===== src/rtl/sdram_arbiter.sv =====
// Round-robin arbiter funnelling NP requester ports onto one SDRAM controller port.
// Read responses are routed back in order using a FIFO of requester tags.
module sdram_arbiter #(
    parameter int unsigned NP = 2,
    parameter int unsigned AW = 24,
    parameter int unsigned DW = 16,
    parameter int unsigned TD = 4
) (
    input  logic                     clk,
    input  logic                     rst,
    input  logic [NP-1:0]            s_req_valid,
    input  logic [NP-1:0]            s_req_write,
    input  logic [NP*AW-1:0]         s_req_addr,
    input  logic [NP*DW-1:0]         s_req_wdata,
    input  logic [NP*(DW/8)-1:0]     s_req_byteenable,
    output logic [NP-1:0]            s_req_ready,
    output logic [NP-1:0]            s_rsp_early_valid,
    output logic [NP-1:0]            s_rsp_valid,
    output logic [DW-1:0]            s_rsp_rdata,
    output logic                     m_req_valid,
    output logic                     m_req_write,
    output logic [AW-1:0]            m_req_addr,
    output logic [DW-1:0]            m_req_wdata,
    output logic [DW/8-1:0]          m_req_byteenable,
    input  logic                     m_req_ready,
    input  logic                     m_rsp_early_valid,
    input  logic                     m_rsp_valid,
    input  logic [DW-1:0]            m_rsp_rdata,
    output logic [$clog2(TD):0]      rd_outstanding,
    output logic                     err_orphan_rsp
);

    localparam int unsigned BW = DW / 8;
    localparam int unsigned PW = (NP > 1) ? $clog2(NP) : 1;
    localparam int unsigned FW = $clog2(TD);
    localparam int unsigned CW = FW + 1;

    logic [PW-1:0] r_ptr;
    logic          r_lock;
    logic [PW-1:0] r_lock_port;
    logic [PW-1:0] r_tag [TD];
    logic [FW-1:0] r_head;
    logic [FW-1:0] r_tail;
    logic [CW-1:0] r_count;
    logic          r_orphan;

    logic [NP-1:0] w_elig;
    logic          w_rr_found;
    logic [PW-1:0] w_rr_port;
    logic [PW-1:0] w_grant;
    logic          w_mvalid;
    logic          w_hs;
    logic          w_push;
    logic          w_pop;
    logic          w_nonempty;
    logic [PW-1:0] w_head_port;

    // Reads are held off from the registered count, so a same-cycle pop never frees a slot early.
    always_comb begin
        for (int i = 0; i < int'(NP); i++) begin
            w_elig[i] = s_req_valid[i] & (s_req_write[i] | (r_count < CW'(TD)));
        end
    end

    // Round-robin search from r_ptr; iterating downward leaves the nearest eligible port as winner.
    always_comb begin
        w_rr_found = 1'b0;
        w_rr_port  = '0;
        for (int k = int'(NP) - 1; k >= 0; k--) begin
            if (w_elig[(32'(r_ptr) + 32'(k)) % NP]) begin
                w_rr_found = 1'b1;
                w_rr_port  = PW'((32'(r_ptr) + 32'(k)) % NP);
            end
        end
    end

    assign w_grant     = r_lock ? r_lock_port : w_rr_port;
    assign w_mvalid    = ~rst & (r_lock ? w_elig[w_grant] : w_rr_found);
    assign w_hs        = w_mvalid & m_req_ready;
    assign w_push      = w_hs & ~s_req_write[w_grant];
    assign w_nonempty  = (r_count != '0);
    assign w_pop       = ~rst & m_rsp_valid & w_nonempty;
    assign w_head_port = r_tag[r_head];

    assign m_req_valid      = w_mvalid;
    assign m_req_write      = s_req_write[w_grant];
    assign m_req_addr       = s_req_addr[32'(w_grant) * AW +: AW];
    assign m_req_wdata      = s_req_wdata[32'(w_grant) * DW +: DW];
    assign m_req_byteenable = s_req_byteenable[32'(w_grant) * BW +: BW];

    assign s_req_ready       = w_hs ? (NP'(1) << w_grant) : '0;
    assign s_rsp_valid       = w_pop ? (NP'(1) << w_head_port) : '0;
    assign s_rsp_early_valid = (~rst & m_rsp_early_valid & w_nonempty) ? (NP'(1) << w_head_port) : '0;
    assign s_rsp_rdata       = m_rsp_rdata;

    assign rd_outstanding = r_count;
    assign err_orphan_rsp = r_orphan;

    // Grant pointer, lock and tag FIFO bookkeeping.
    always_ff @(posedge clk) begin
        if (rst) begin
            r_ptr       <= '0;
            r_lock      <= 1'b0;
            r_lock_port <= '0;
            r_head      <= '0;
            r_tail      <= '0;
            r_count     <= '0;
            r_orphan    <= 1'b0;
        end else begin
            if (w_hs) begin
                r_ptr  <= (w_grant == PW'(NP - 1)) ? '0 : w_grant + PW'(1);
                r_lock <= 1'b0;
            end else if (w_mvalid) begin
                r_lock      <= 1'b1;
                r_lock_port <= w_grant;
            end
            if (w_push) begin
                r_tail <= r_tail + FW'(1);
            end
            if (w_pop) begin
                r_head <= r_head + FW'(1);
            end
            case ({w_push, w_pop})
                2'b10:   r_count <= r_count + CW'(1);
                2'b01:   r_count <= r_count - CW'(1);
                default: r_count <= r_count;
            endcase
            if (m_rsp_valid & ~w_nonempty) begin
                r_orphan <= 1'b1;
            end
        end
    end

    // Tag storage needs no reset; only entries between head and tail are ever read.
    always_ff @(posedge clk) begin
        if (w_push) begin
            r_tag[r_tail] <= w_grant;
        end
    end

endmodule


===== config.mk =====
export PLATFORM = sky130hd
export DESIGN_NAME = sdram_arbiter
export DESIGN_NICKNAME = d
export VERILOG_FILES = /design/src/rtl/sdram_arbiter.sv
export SDC_FILE = /design/constraint.sdc
export NUM_CORES = 1
export LEC_CHECK = 0
export CAP_MARGIN = 15
export CELL_PAD_IN_SITES_DETAIL_PLACEMENT = 0
export CELL_PAD_IN_SITES_GLOBAL_PLACEMENT = 1
export CORE_ASPECT_RATIO = 1.25
export CORE_MARGIN = 3
export CORE_UTILIZATION = 18
export DETAILED_ROUTE_END_ITERATION = 10
export GPL_ROUTABILITY_DRIVEN = 0
export HOLD_SLACK_MARGIN = 0.03
export PLACE_DENSITY_LB_ADDON = 0.1
export REMOVE_ABC_BUFFERS = 1
export SLEW_MARGIN = 0
export SYNTH_ARGS = -nofsm -noshare
export SYNTH_HDL_FRONTEND = slang
export SYNTH_SLANG_ARGS = --single-unit

===== constraint.sdc =====
create_clock -name clk -period 4.24 [get_ports clk]
set_input_delay 1.272 -clock clk [delete_from_list [all_inputs] [get_ports clk]]
set_output_delay 1.272 -clock clk [all_outputs]
set_load 0.02 [all_outputs]

# Yosys cells after proc, flatten, opt, wreduce, memory -nomap -nowiden

Memories as Yosys holds them, arrays and structs flattened. A register that Yosys moved wholly into a read port is not among the register bits.
Index checks and enable logic that the tools add are counted.

Register bits after elaboration: 11
RAM bits: 4
Input bits: 109
Output and inout bits: 70
Logic and storage cells: 69
Memories: 1

Memories:

| name  | words | width | rd ports | clocked after memory_dff | write ports | RTL line | source |
|---|---|---|---|---|---|---|---|
| r_tag | 4     | 1     | 1        | 1                        | 1           | 41       | `logic [PW-1:0] r_tag [TD];` |

Add/sub/neg operators: 6
Multiply operators: 1
$lt $le $gt $ge: 4
Equal/unequal tests: 2
Shifts and indexed selects: 5
Mux-type cells: 23
Bitwise gates (word level): 16
Reductions and logical operators: 4

Operators with widths:

| operator              | count |
|---|---|
| $shiftx A48 B7 Y24    | 1 |
| $shiftx A32 B6 Y16    | 1 |
| $mux W1               | 17 |
| $and A1 B1 Y1         | 10 |
| $mux W2               | 5 |
| $lt A1 B2 Y1 const B  | 3 |
| $pmux W3 S2           | 1 |
| $add A2 B1 Y2 const B | 2 |
| $not A1 Y1            | 4 |
| $shiftx A4 B3 Y2      | 1 |
| $shl A1 B1 Y2 const A | 2 |
| $add A3 B1 Y3 const B | 1 |
| $lt A3 B3 Y1 const B  | 1 |
| $mul A1 B2 Y3 const B | 1 |
| $reduce_bool A3 Y1    | 1 |
| $sub A3 B1 Y3 const B | 1 |
| $add A1 B1 Y1 const B | 2 |
| $eq A2 B1 Y1 const B  | 1 |
| $eq A2 B2 Y1 const B  | 1 |
| $or A1 B1 Y1          | 2 |
| $reduce_and A2 Y1     | 1 |
| $reduce_bool A2 Y1    | 1 |
| $reduce_or A2 Y1      | 1 |

# Logic depth before layout (Yosys ltp)

Depth after elaboration: 16
Depth in mapped cells: 13
Gate-level depth less buffers: 12

# Worst setup path before layout

No wires, ideal clock.

Kind: input port to output port
Start: input port s_req_write[0]
End: output port m_req_addr[0]
Arrival time: 2465 ps
Data required time: 2968 ps
Path slack: 503 ps
Cell stages on the path: 6
Path buffers: 2
Cells stage by stage: nand2b_1 nand2_1 a32o_2 buf_2 buf_2 mux2_1

Longest elaborated chain between the ends: 9
Elaborated cells between the ends (all ways): 11
Those cells by class: 1 x mul; 1 x shift; 7 x mux; 2 x bitwise

Ends and longest elaborated chain:

| element                                    | RTL line | source |
|---|---|---|
| from (decl)                                | 12       | `input logic [NP-1:0] s_req_write,` |
| $or A1 B1 Y1 *                             | 61       | `w_elig[i] = s_req_valid[i] & (s_req_write[i] \| (r_count < CW'(TD)));` |
| $and A1 B1 Y1 *                            | 61       |  |
| $mux W1 (implied by the code) (2 in a row) | 70       | `if (w_elig[(32'(r_ptr) + 32'(k)) % NP]) begin` |
| $mux W1                                    | 70       |  |
| $mux W1 *                                  | 70       |  |
| $mux W1 *                                  | 77       | `assign w_grant = r_lock ? r_lock_port : w_rr_port;` |
| net w_grant                                | 50       | `logic [PW-1:0] w_grant;` |
| $mul A1 B2 Y3 *                            | 87       | `assign m_req_addr = s_req_addr[32'(w_grant) * AW +: AW];` |
| $shiftx A48 B7 Y24 *                       | 87       |  |
| to (decl)                                  | 22       | `output logic [AW-1:0] m_req_addr,` |

The timed path passes the listed nets; every way through them passes the cells marked *. The select of a mux whose other input is x is not followed.

# Final worst setup path

Start: input port rst
End: output port s_rsp_valid[0]

Longest elaborated chain between the ends: 4

Ends and longest elaborated chain:

| element                    | RTL line | source |
|---|---|---|
| from (decl)                | 10       | `input logic rst,` |
| $not A1 Y1                 | 82       | `assign w_pop = ~rst & m_rsp_valid & w_nonempty;` |
| $and A1 B1 Y1 (2 in a row) | 82       |  |
| $mux W2                    | 92       | `assign s_rsp_valid = w_pop ? (NP'(1) << w_head_port) : '0;` |
| to (decl)                  | 18       | `output logic [NP-1:0] s_rsp_valid,` |

No other way between the ends.

==> run summary <==
status: complete, no violations
mean post-synth cell area: 9.518 um^2
top_reg_cell synth: dfxtp_1
clock power share: 18.9%
critical path cell sequence: clkdlybuf4s50_1, nor2_4, nand2_1, nor2_1, clkdlybuf4s50_1
Crit. Startpoint: rst
Die H: 109.8 um
Crit. path cell count: 5
Syn Std Cell Area: 0.001551 mm^2
# hold bufs at CTS: 0
initial antenna violation count: 0
Syn Inst Count: 163
WS Path Type: in -> out
Antenna Cells: 0
Layout area overhead: 104.8%
Slew Limit Headroom: 71.58%
ys async rst share: 0%
Worst-Margin Slew: 0.4230 ns
Sw Ratio: 32.54%
Worst Skew: 0.007256 ns
Worst path most repeated cell: clkdlybuf4s50_1
# IOs: 179
Seq/Total Area, Yosys: 24.52%
worst path bufs/invs: 2
clk sinks: 17
Gate power share: 53.3%
CTS Buffer Depth: 2
CP max FO: 5
H-tree levels: 1
Die X-Extent: 89.04 um
global route total overflow: 0
final hold violations: 0
die area: 0.009777 mm^2
Critical R2R Launch: rd_outstanding[2]$_SDFFE_PP0P_
Power per Cell Area: 203.6 mW/mm^2
DRT Wirelength: 6.834 mm
CP Data Required Time: 2.97 ns
Syn. warnings: 0
final setup vio count: 0
internal power: 0.4365 mW
Clk Latency, worst-skew pair: 0.25 ns
synth unique cells: 39
Hold Crit Class: reg -> reg
total CTS buffers: 3
CP endpoint kind: output port
flops & latches, synth: 17
critical path data arrival time: 2.88 ns
largest net degree at the start of global routing: 18
Pre-antenna DRT Iters: 4
RSZ-0062 raised after global routing: false
RR Endpoint: rd_outstanding[2]$_SDFFE_PP0P_
layout cells sized above 1: 30.28%
fin crit period: 4.149 ns
Final Cell Area: 0.003178 mm^2
P_sw: 0.2105 mW
IO Port Bufs: 146
dpl cell area: 0.003127 mm^2
DRC: 0
number of synthesized flops with an enable pin: 4
R2R Setup Slk: 1.38 ns
Final nets: 433
CP max stage delay: 0.61 ns
Final HPWL DP: 5.826 mm
CP endpoint: s_rsp_valid[0]
Std-Cell Rows: 37
leakage power: 1.381 nW
worst reg2reg path depth: 13
Via Count: 1,767
CP max stage cell: clkdlybuf4s50_1
fill count: 872
Max Cap Violations: 0
Core ar.: 0.008333 mm^2
vias in the first global route: 1,881
Via density: 4.268
setup TNS after final layout: 0 ns
Sequential Power Share: 27.8%
ANT nets after route: 0
max frequency: 241.0 MHz
Starting DRT DRC Count: 25
crit share post-route: 97.86%
delay-heaviest family, CP: buffers and inverters
critical path startpoint category: input pin
DR WL/cell: 16.51 um
global-route wire length before repair: 9.963 mm
root buffer cell: clkbuf_8
clock slew at reported path FFs: 0.07 ns
Initial Util: 18.62%
CTS tree: done
Max Slew Vio Count: 0
GRT Resource Usage Total: 13.74%
VDD IR max: 0.06377 mV
-- area by class of cell --
class	instances	area, um^2	share of cell area, %
clock buffer	4	45.04	1.417
tap	97	121.4	3.819
sequential	17	380.4	11.97
timing repair buffer	173	1575	49.57
inverter	8	35.03	1.102
multi-input combinational	115	1021	32.13
-- worst register-to-register path: cells and delay by family (launching register included) --
family / cells / cell delay (ns)
buffers and inverters: 4 / 0.28
AOI/OAI and AO/OA: 1 / 0.13
and+or+nand+nor: 5 / 1.16
xor gates and xnor gates: 1 / 0.15
adders and majority gates: 2 / 0.54
DFF: 1 / 0.54
-- cell usage after synthesis, types with 4 or more instances --
cell type,instances,area share [%]
nor2_1,15,3.6
buf_2,5,1.6
mux2_2,5,3.6
xor2_1,4,2.3
inv_1,7,1.7
edfxtp_1,4,7.7
nand3_1,5,1.6
dfxtp_1,13,17
mux2_1,38,28
ha_1,5,4.0
nand2_1,5,1.2
a21oi_1,6,1.9
buf_4,16,7.7
and3_1,7,2.8
-- metal layers --
| layer | vias up | share of wire [%] | GRT usage, % |
|---|---|---|---|
| met5 | - | 1.2 | 6.250 |
| met2 | 108 | 55 | 26.75 |
| met4 | 2 | 1.2 | 3.191 |
| met3 | 8 | 14 | 7.571 |
| li1 | 860 | - | - |
| met1 | 789 | 28 | 11.47 |
-- what timing repair did --
item | CTS | global route
buffers inserted | 3 | 3
endpoints found under the setup margin | 46 | 32
gates resized for setup | 174 | 32
pin swaps | 0 | 1
endpoints found under the hold margin | 0 | 0
cloned | 1 | 1
-- logic make-up (layout without fill, tap and decap cells) --
logic type	Yosys count	after routing	synth area share, %
flops	17	17	24.52
simple gates	45	45	15.08
xor+xnor	4	4	2.258
buf+inv	31	185	12.58
fa+ha+maj	6	6	5.323
mux	45	45	33.31
compound gates	15	15	6.935
-- power groups by stage --
stage | logic [mW] | registers [mW] | clock network, mW
2_1_floorplan | 0.140 | 0.185 | 0
3_3_place_gp | 0.353 | 0.183 | 0
3_5_place_dp | 0.353 | 0.183 | 0
4_1_cts | 0.327 | 0.179 | 0.130
5_1_grt | 0.373 | 0.181 | 0.136
6_report | 0.345 | 0.180 | 0.122
-- placed cells by master (no fill, tap or decap), types with 5 or more instances in the layout --
cell / Yosys / routed
a21oi_1: 6 / 6
clkdlybuf4s50_1: 0 / 96
nand3_1: 5 / 5
and3_1: 7 / 7
mux2_2: 5 / 5
buf_6: 1 / 6
nor2_1: 15 / 14
ha_1: 5 / 5
buf_2: 5 / 33
dfxtp_1: 13 / 13
mux2_1: 38 / 34
inv_1: 7 / 7
nand2_1: 5 / 5
buf_4: 16 / 26
-- worst min-delay path by stage --
stage                                      startpoint                          end  slack (ns)  depth (start not counted)
after floorplan                r_head[1]$_SDFFE_PP0P_                    flip-flop        0.48                          2
after global placement    err_orphan_rsp$_SDFFE_PP0P_  err_orphan_rsp$_SDFFE_PP0P_        0.46                          2
after detailed placement  err_orphan_rsp$_SDFFE_PP0P_  err_orphan_rsp$_SDFFE_PP0P_        0.47                          2
after CTS                 err_orphan_rsp$_SDFFE_PP0P_  err_orphan_rsp$_SDFFE_PP0P_        0.49                          2
after global routing      err_orphan_rsp$_SDFFE_PP0P_  err_orphan_rsp$_SDFFE_PP0P_        0.54                          2
final                     err_orphan_rsp$_SDFFE_PP0P_  err_orphan_rsp$_SDFFE_PP0P_        0.50                          2
-- through the flow --
stage / cells / setup slack [ns] / hold WS, ns / power [mW] / utilization (%)
after floorplan: 140 / 0.2180 / 0.4847 / 0.3242 / -
after global placement: 402 / -0.3865 / 0.4559 / 0.5361 / 37.52
after detailed placement: 402 / -0.3828 / 0.4665 / 0.5356 / 37.52
after CTS: 410 / -0.1185 / 0.4879 / 0.6360 / 36.34
after global routing: 414 / 0.02015 / 0.5414 / 0.6897 / 38.14
final: 414 / 0.09065 / 0.4994 / 0.6470 / 38.14
No activity file was read; power rests on OpenSTA's default activity.
==> RTL change 1 (config.mk and constraints unchanged) <==
Put one more register stage on the output `err_orphan_rsp`, with the module's reset. The value now appears one clock later. The other outputs are not delayed to match.
--- a/src/rtl/sdram_arbiter.sv
+++ b/src/rtl/sdram_arbiter.sv
@@ -94,7 +94,13 @@
     assign s_rsp_rdata       = m_rsp_rdata;
 
     assign rd_outstanding = r_count;
-    assign err_orphan_rsp = r_orphan;
+    always_ff @(posedge clk) begin
+        if (rst) begin
+            err_orphan_rsp <= '0;
+        end else begin
+            err_orphan_rsp <= r_orphan;
+        end
+    end
 
     // Grant pointer, lock and tag FIFO bookkeeping.
     always_ff @(posedge clk) begin
Formal check against the unedited RTL: not equivalent (Yosys sat finds a counterexample within 4 cycles, from zero or initial values and one cycle with rst high).
==> RTL change 1 against the unedited design <==
  * Cell area increased by 12%
  * Combinational power up 23%
  * Wire length grew 0.97%
  * Hold slack worse by 0.041 ns
  * Critical path type unchanged
  * Via count grew 1.4%
  * Total power rose by 14%
  * Critical path depth grew 2
  * Area after synthesis is 2.2% higher
  * Setup slack worse by 0.051 ns
  * Sequential power increased by 6%
  * Largest cell class unchanged
  * Sequential cell count is 1 higher
  * Global-route usage shrank 1.1 points
==> RTL change 1: results (changes against the unedited design) <==
- Seq group: 0.000191 W (was 0.000180 W)
- Inverter count: 7 (was 8)
- Number of fill cells: 854 (was 872)
- Post-DP HPWL: 5470 um (was 5830 um)
- Comb_multi_in: 117 (was 115)
- Number of global-route vias before repair: 2005 (was 1881)
- Non-Clock Buffer Count: 173 (unchanged)
- Sequential cells: 18 (was 17)
- Static leakage: 1.59 nW (was 1.38 nW)
- WHS Path Cells: 1 (was 2)
- Critical path arrival: 2.93 ns (was 2.88 ns)
- Total of max-cap violations: 0 (unchanged)
- Via Count: 1792 (was 1767)
- Crit path max-delay family: buffers and inverters (unchanged)
- Setup bufs post-CTS: 0 (was 3)
- Synth top area share: 27.0% (was 27.6%)
- VDD IR max: 0.0000742 V (was 0.0000638 V)
- Final nets: 435 (was 433)
- Library cells used by synthesis: 40 (was 39)
- CP max stage delay: 0.43 ns (was 0.61 ns)
- Synth top area cells: mux2_1 27%, dfxtp_1 18%, buf_4 7.6% (was mux2_1 28%, dfxtp_1 17%, buf_4 7.7%)
- Worst Path Max Fanout: 7 (was 5)
- Non-clk buf share: 50.6% (was 49.6%)
- Yosys warns: 0 (unchanged)
- Post-synth top cells: 38 x mux2_1, 16 x buf_4, 14 x dfxtp_1, 14 x nor2_1, 7 x and3_1 (was 38 x mux2_1, 16 x buf_4, 15 x nor2_1)
- Largest net degree at the start of global routing: 21 (was 18)
- Sw Ratio: 31.0% (was 32.5%)
- Fraction of area in multi-input gates: 31.9% (was 32.1%)
- Clock buffers: 3 (was 4)
- Layout cells sized above 1: 39.8% (was 30.3%)
- Dpl cell area: 3200 sq um (was 3130 sq um)
- Pwr Density: 207 nW/um^2 (was 204 nW/um^2)
- Post-synthesis mux area share: 32.6% (was 33.3%)
- Skew final: 0.00604 ns (was 0.00726 ns)
- Initial drt markers: 62 (was 25)
- Port bufs: 146 (unchanged)
- Routed wire length: 6900 um (was 6830 um)
- Sequential cell area share: 11.2% (was 12.0%)
- Synth Area in Compound Gates: 6.79% (was 6.94%)
- Post-synthesis xor/xnor area fraction: 2.21% (was 2.26%)
- Total GRT Usage: 12.7% (was 13.7%)
- DR pass1 iterations: 3 (was 4)
- Global-route wire length before repair: 10200 um (was 9960 um)
- CTS resizes: 177 (was 174)
- Initial antenna violation count: 0 (unchanged)
- Post-Place Worst Slack: -0.370 ns (was -0.383 ns)
- Status: finished, final reports clean (unchanged)
- Final clock-cell share: 1.26% (was 1.42%)
- Reg2reg path depth: 12 (was 13)
- Synth Area in Adders: 5.21% (was 5.32%)
- Sequential fraction of the synthesis area: 25.3% (was 24.5%)
- Slew at the pin closest to its max-slew limit: 0.342 ns (was 0.423 ns)
-- RTL change 1: changes by cell type in the layout (fill, tap and decap cells not counted), moves of 2 or more --
cell       before  now
mux2_2          5    8
buf_2          33    6
mux2_1         34    1
buf_4          26   20
buf_6           6   38
clkbuf_16       1    3
mux2_4          4   34
nor2b_1         1    4
-- RTL change 1: worst register-to-register path: stages, from the launching register on --
cell and delay, ns:
dfxtp_1 0.51, nor2_1 0.08, and3_1 0.19, or4_4 0.54, clkinv_4 0.07, nor2_2 0.05
inv_1 0.05, ha_1 0.16, inv_1 0.05, fa_1 0.37, xor2_1 0.16, or3_1 0.30
a21oi_1 0.13
-- RTL change 1: worst paths after layout --
kind / from / to / slack (ns)
setup / recovery: s_req_write[1] / m_req_addr[21] / 0.04
hold / removal: r_orphan$_SDFFE_PP0P_ / err_orphan_rsp$_SDFF_PP0_ / 0.46
setup reg to reg: rd_outstanding[2]$_SDFFE_PP0P_ / rd_outstanding[2]$_SDFFE_PP0P_ / 1.52
hold reg to reg: r_orphan$_SDFFE_PP0P_ / err_orphan_rsp$_SDFF_PP0_ / 0.46
-- RTL change 1: through the flow --
step | total power, W | cells | TNS (ns) | utilization, %
5_1_grt | 0.000785 | 436 | -0.0226 | 42.3
6_report | 0.000739 | 436 | 0 | 42.3
3_5_place_dp | 0.000552 | 424 | -15.48 | 38.0
3_3_place_gp | 0.000554 | 424 | -15.74 | 38.0
4_1_cts | 0.000646 | 429 | -1.14 | 36.4
2_1_floorplan | 0.000339 | 142 | 0 | -
-- RTL change 1: layer usage --
metal  part of all wire [%]  vias to the layer above  track usage [%]
met5                      0                        -                0
li1                       -                      871                -
met2                     56                      112             24.9
met3                    9.9                        6             4.82
met4                    1.4                        0             3.58
met1                     33                      803             12.1
==> RTL change 2 (same flow settings) <==
Made on the original files. The parameter `AW` goes from 24 to 36.
--- a/src/rtl/sdram_arbiter.sv
+++ b/src/rtl/sdram_arbiter.sv
@@ -2,7 +2,7 @@
 // Read responses are routed back in order using a FIFO of requester tags.
 module sdram_arbiter #(
     parameter int unsigned NP = 2,
-    parameter int unsigned AW = 24,
+    parameter int unsigned AW = 36,
     parameter int unsigned DW = 16,
     parameter int unsigned TD = 4
 ) (
Interface: changed (resized m_req_addr and s_req_addr); port bits go from 179 to 215. No check against the original RTL was run, so the function may have changed too.
==> RTL change 2 against the unedited design <==
  * Largest cell class unchanged
  * Setup slack improved by 0.027 ns
  * Die area up 13%
  * Cell count up 43%
  * Register-to-register slack gained 0.33 ns
  * Global-route usage is 1.3 points higher
  * Wire length up 26%
  * Sequential cell count is the same
  * Total power grew 24%
  * Cell area increased by 14%
  * Sequential share of layout area is 1.4 points lower
  * Area after synthesis grew 14%
  * First-iteration DRC count rose by 130%
==> RTL change 2: results (changes against the unedited design) <==
- R2R setup slack: 1.71 ns (was 1.38 ns)
- Fraction of area in multi-input gates: 31.3% (was 32.1%)
- Status: finished, final reports clean (unchanged)
- Min Hold Slack: 0.465 ns (was 0.499 ns)
- Inverter count: 9 (was 8)
- Total GRT Usage: 15.0% (was 13.7%)
- R2r endpoint: rd_outstanding[2]$_SDFFE_PP0P_ (unchanged)
- DR pass1 iterations: 5 (was 4)
- Via Count: 2424 (was 1767)
- Root Driver: clkbuf_16 (was clkbuf_8)
- Critical path arrival: 2.85 ns (was 2.88 ns)
- Layout cells sized above 1: 20.4% (was 30.3%)
- Reg clk slew, reported paths: 0.05 ns (was 0.07 ns)
- Fin cells: 594 (was 414)
- Non-clk buf share: 50.7% (was 49.6%)
- Initial drt markers: 58 (was 25)
- Static leakage: 1.78 nW (was 1.38 nW)
- Rel. slew slack: 68.8% (was 71.6%)
- Post-Place Worst Slack: -0.339 ns (was -0.383 ns)
- Reg2reg path depth: 14 (was 13)
- Final nets: 611 (was 433)
- Critical-path top delay cell: clkdlybuf4s50_1 (unchanged)
- Port bufs: 182 (was 146)
- Pwr Density: 221 nW/um^2 (was 204 nW/um^2)
- Worst Hold Path EP: err_orphan_rsp$_SDFFE_PP0P_ (unchanged)
- Net load switching power: 0.000285 W (was 0.000211 W)
- Non-Clock Buffer Count: 208 (was 173)
- Total power: 0.000800 W (was 0.000647 W)
- VDD IR max: 0.000116 V (was 0.0000638 V)
- Final clock-cell share: 2.22% (was 1.42%)
- Clock power share: 23.7% (was 18.9%)
- CTS max path bufs: 2 (unchanged)
- Number of fill cells: 1060 (was 872)
- Comb_multi_in: 233 (was 115)
- # diodes: 0 (unchanged)
- Syn Area/Cell: 6.13 sq um (was 9.52 sq um)
- H-tree Lvls: 1 (unchanged)
- Worst Setup EP: s_rsp_valid[0] (unchanged)
- Post-synth EDFFs: 4 (unchanged)
- Post-synth top cells: 166 x nand2_1, 16 x buf_4, 16 x nor2_1 (was 38 x mux2_1, 16 x buf_4, 15 x nor2_1)
- Area grow syn2layout: 105% (about the same)
- Dpl cell area: 3690 sq um (was 3130 sq um)
- Routed wire length: 8640 um (was 6830 um)
- FF-to-FF Start: rd_outstanding[2]$_SDFFE_PP0P_ (unchanged)
- Hold Crit Start: err_orphan_rsp$_SDFFE_PP0P_ (unchanged)
- Skew final: 0.00164 ns (was 0.00726 ns)
- Sequential fraction of the synthesis area: 21.6% (was 24.5%)
- Post-DP HPWL: 7130 um (was 5830 um)
- Sequential cells: 17 (unchanged)
- Library cells used by synthesis: 34 (was 39)
- Global-route wire length before repair: 12600 um (was 9960 um)
- Synth top area cells: nand2_1 35%, dfxtp_1 15%, buf_4 6.8% (was mux2_1 28%, dfxtp_1 17%, buf_4 7.7%)
- Fmax: 0.243 GHz (was 0.241 GHz)
- Clock buffers: 3 (was 4)
- Yosys warns: 0 (unchanged)
- Crit path max-delay family: buffers and inverters (unchanged)
- Largest net degree at the start of global routing: 32 (was 18)
## RTL change 2: kinds of logic after synthesis
group	Yosys count	synth area share, %
flip-flops	17	21.6
buffers and inverters	38	15.9
adder cells (fa/ha/maj)	6	4.68
multiplexers	2	1.84
AND/OR/NAND/NOR	206	47.7
AO/OA/AOI/OAI	15	6.31
XOR/XNOR	4	1.99
## RTL change 2: per-layer routing
layer,part of all wire [%],track usage (%),up-vias
li1,-,-,1242
met1,33,14.2,1033
met2,49,25.9,141
met3,17,11.1,6
met4,0.73,2.89,2
met5,0.73,4.17,-
## RTL change 2: repair_timing
item,in CTS,in global routing
endpoints found under the setup margin,55,57
cloned,1,1
buffers inserted,2,0
hold buffers,0,0
hold endpoints to repair,0,0
gates resized for setup,137,65
pin swaps,1,1
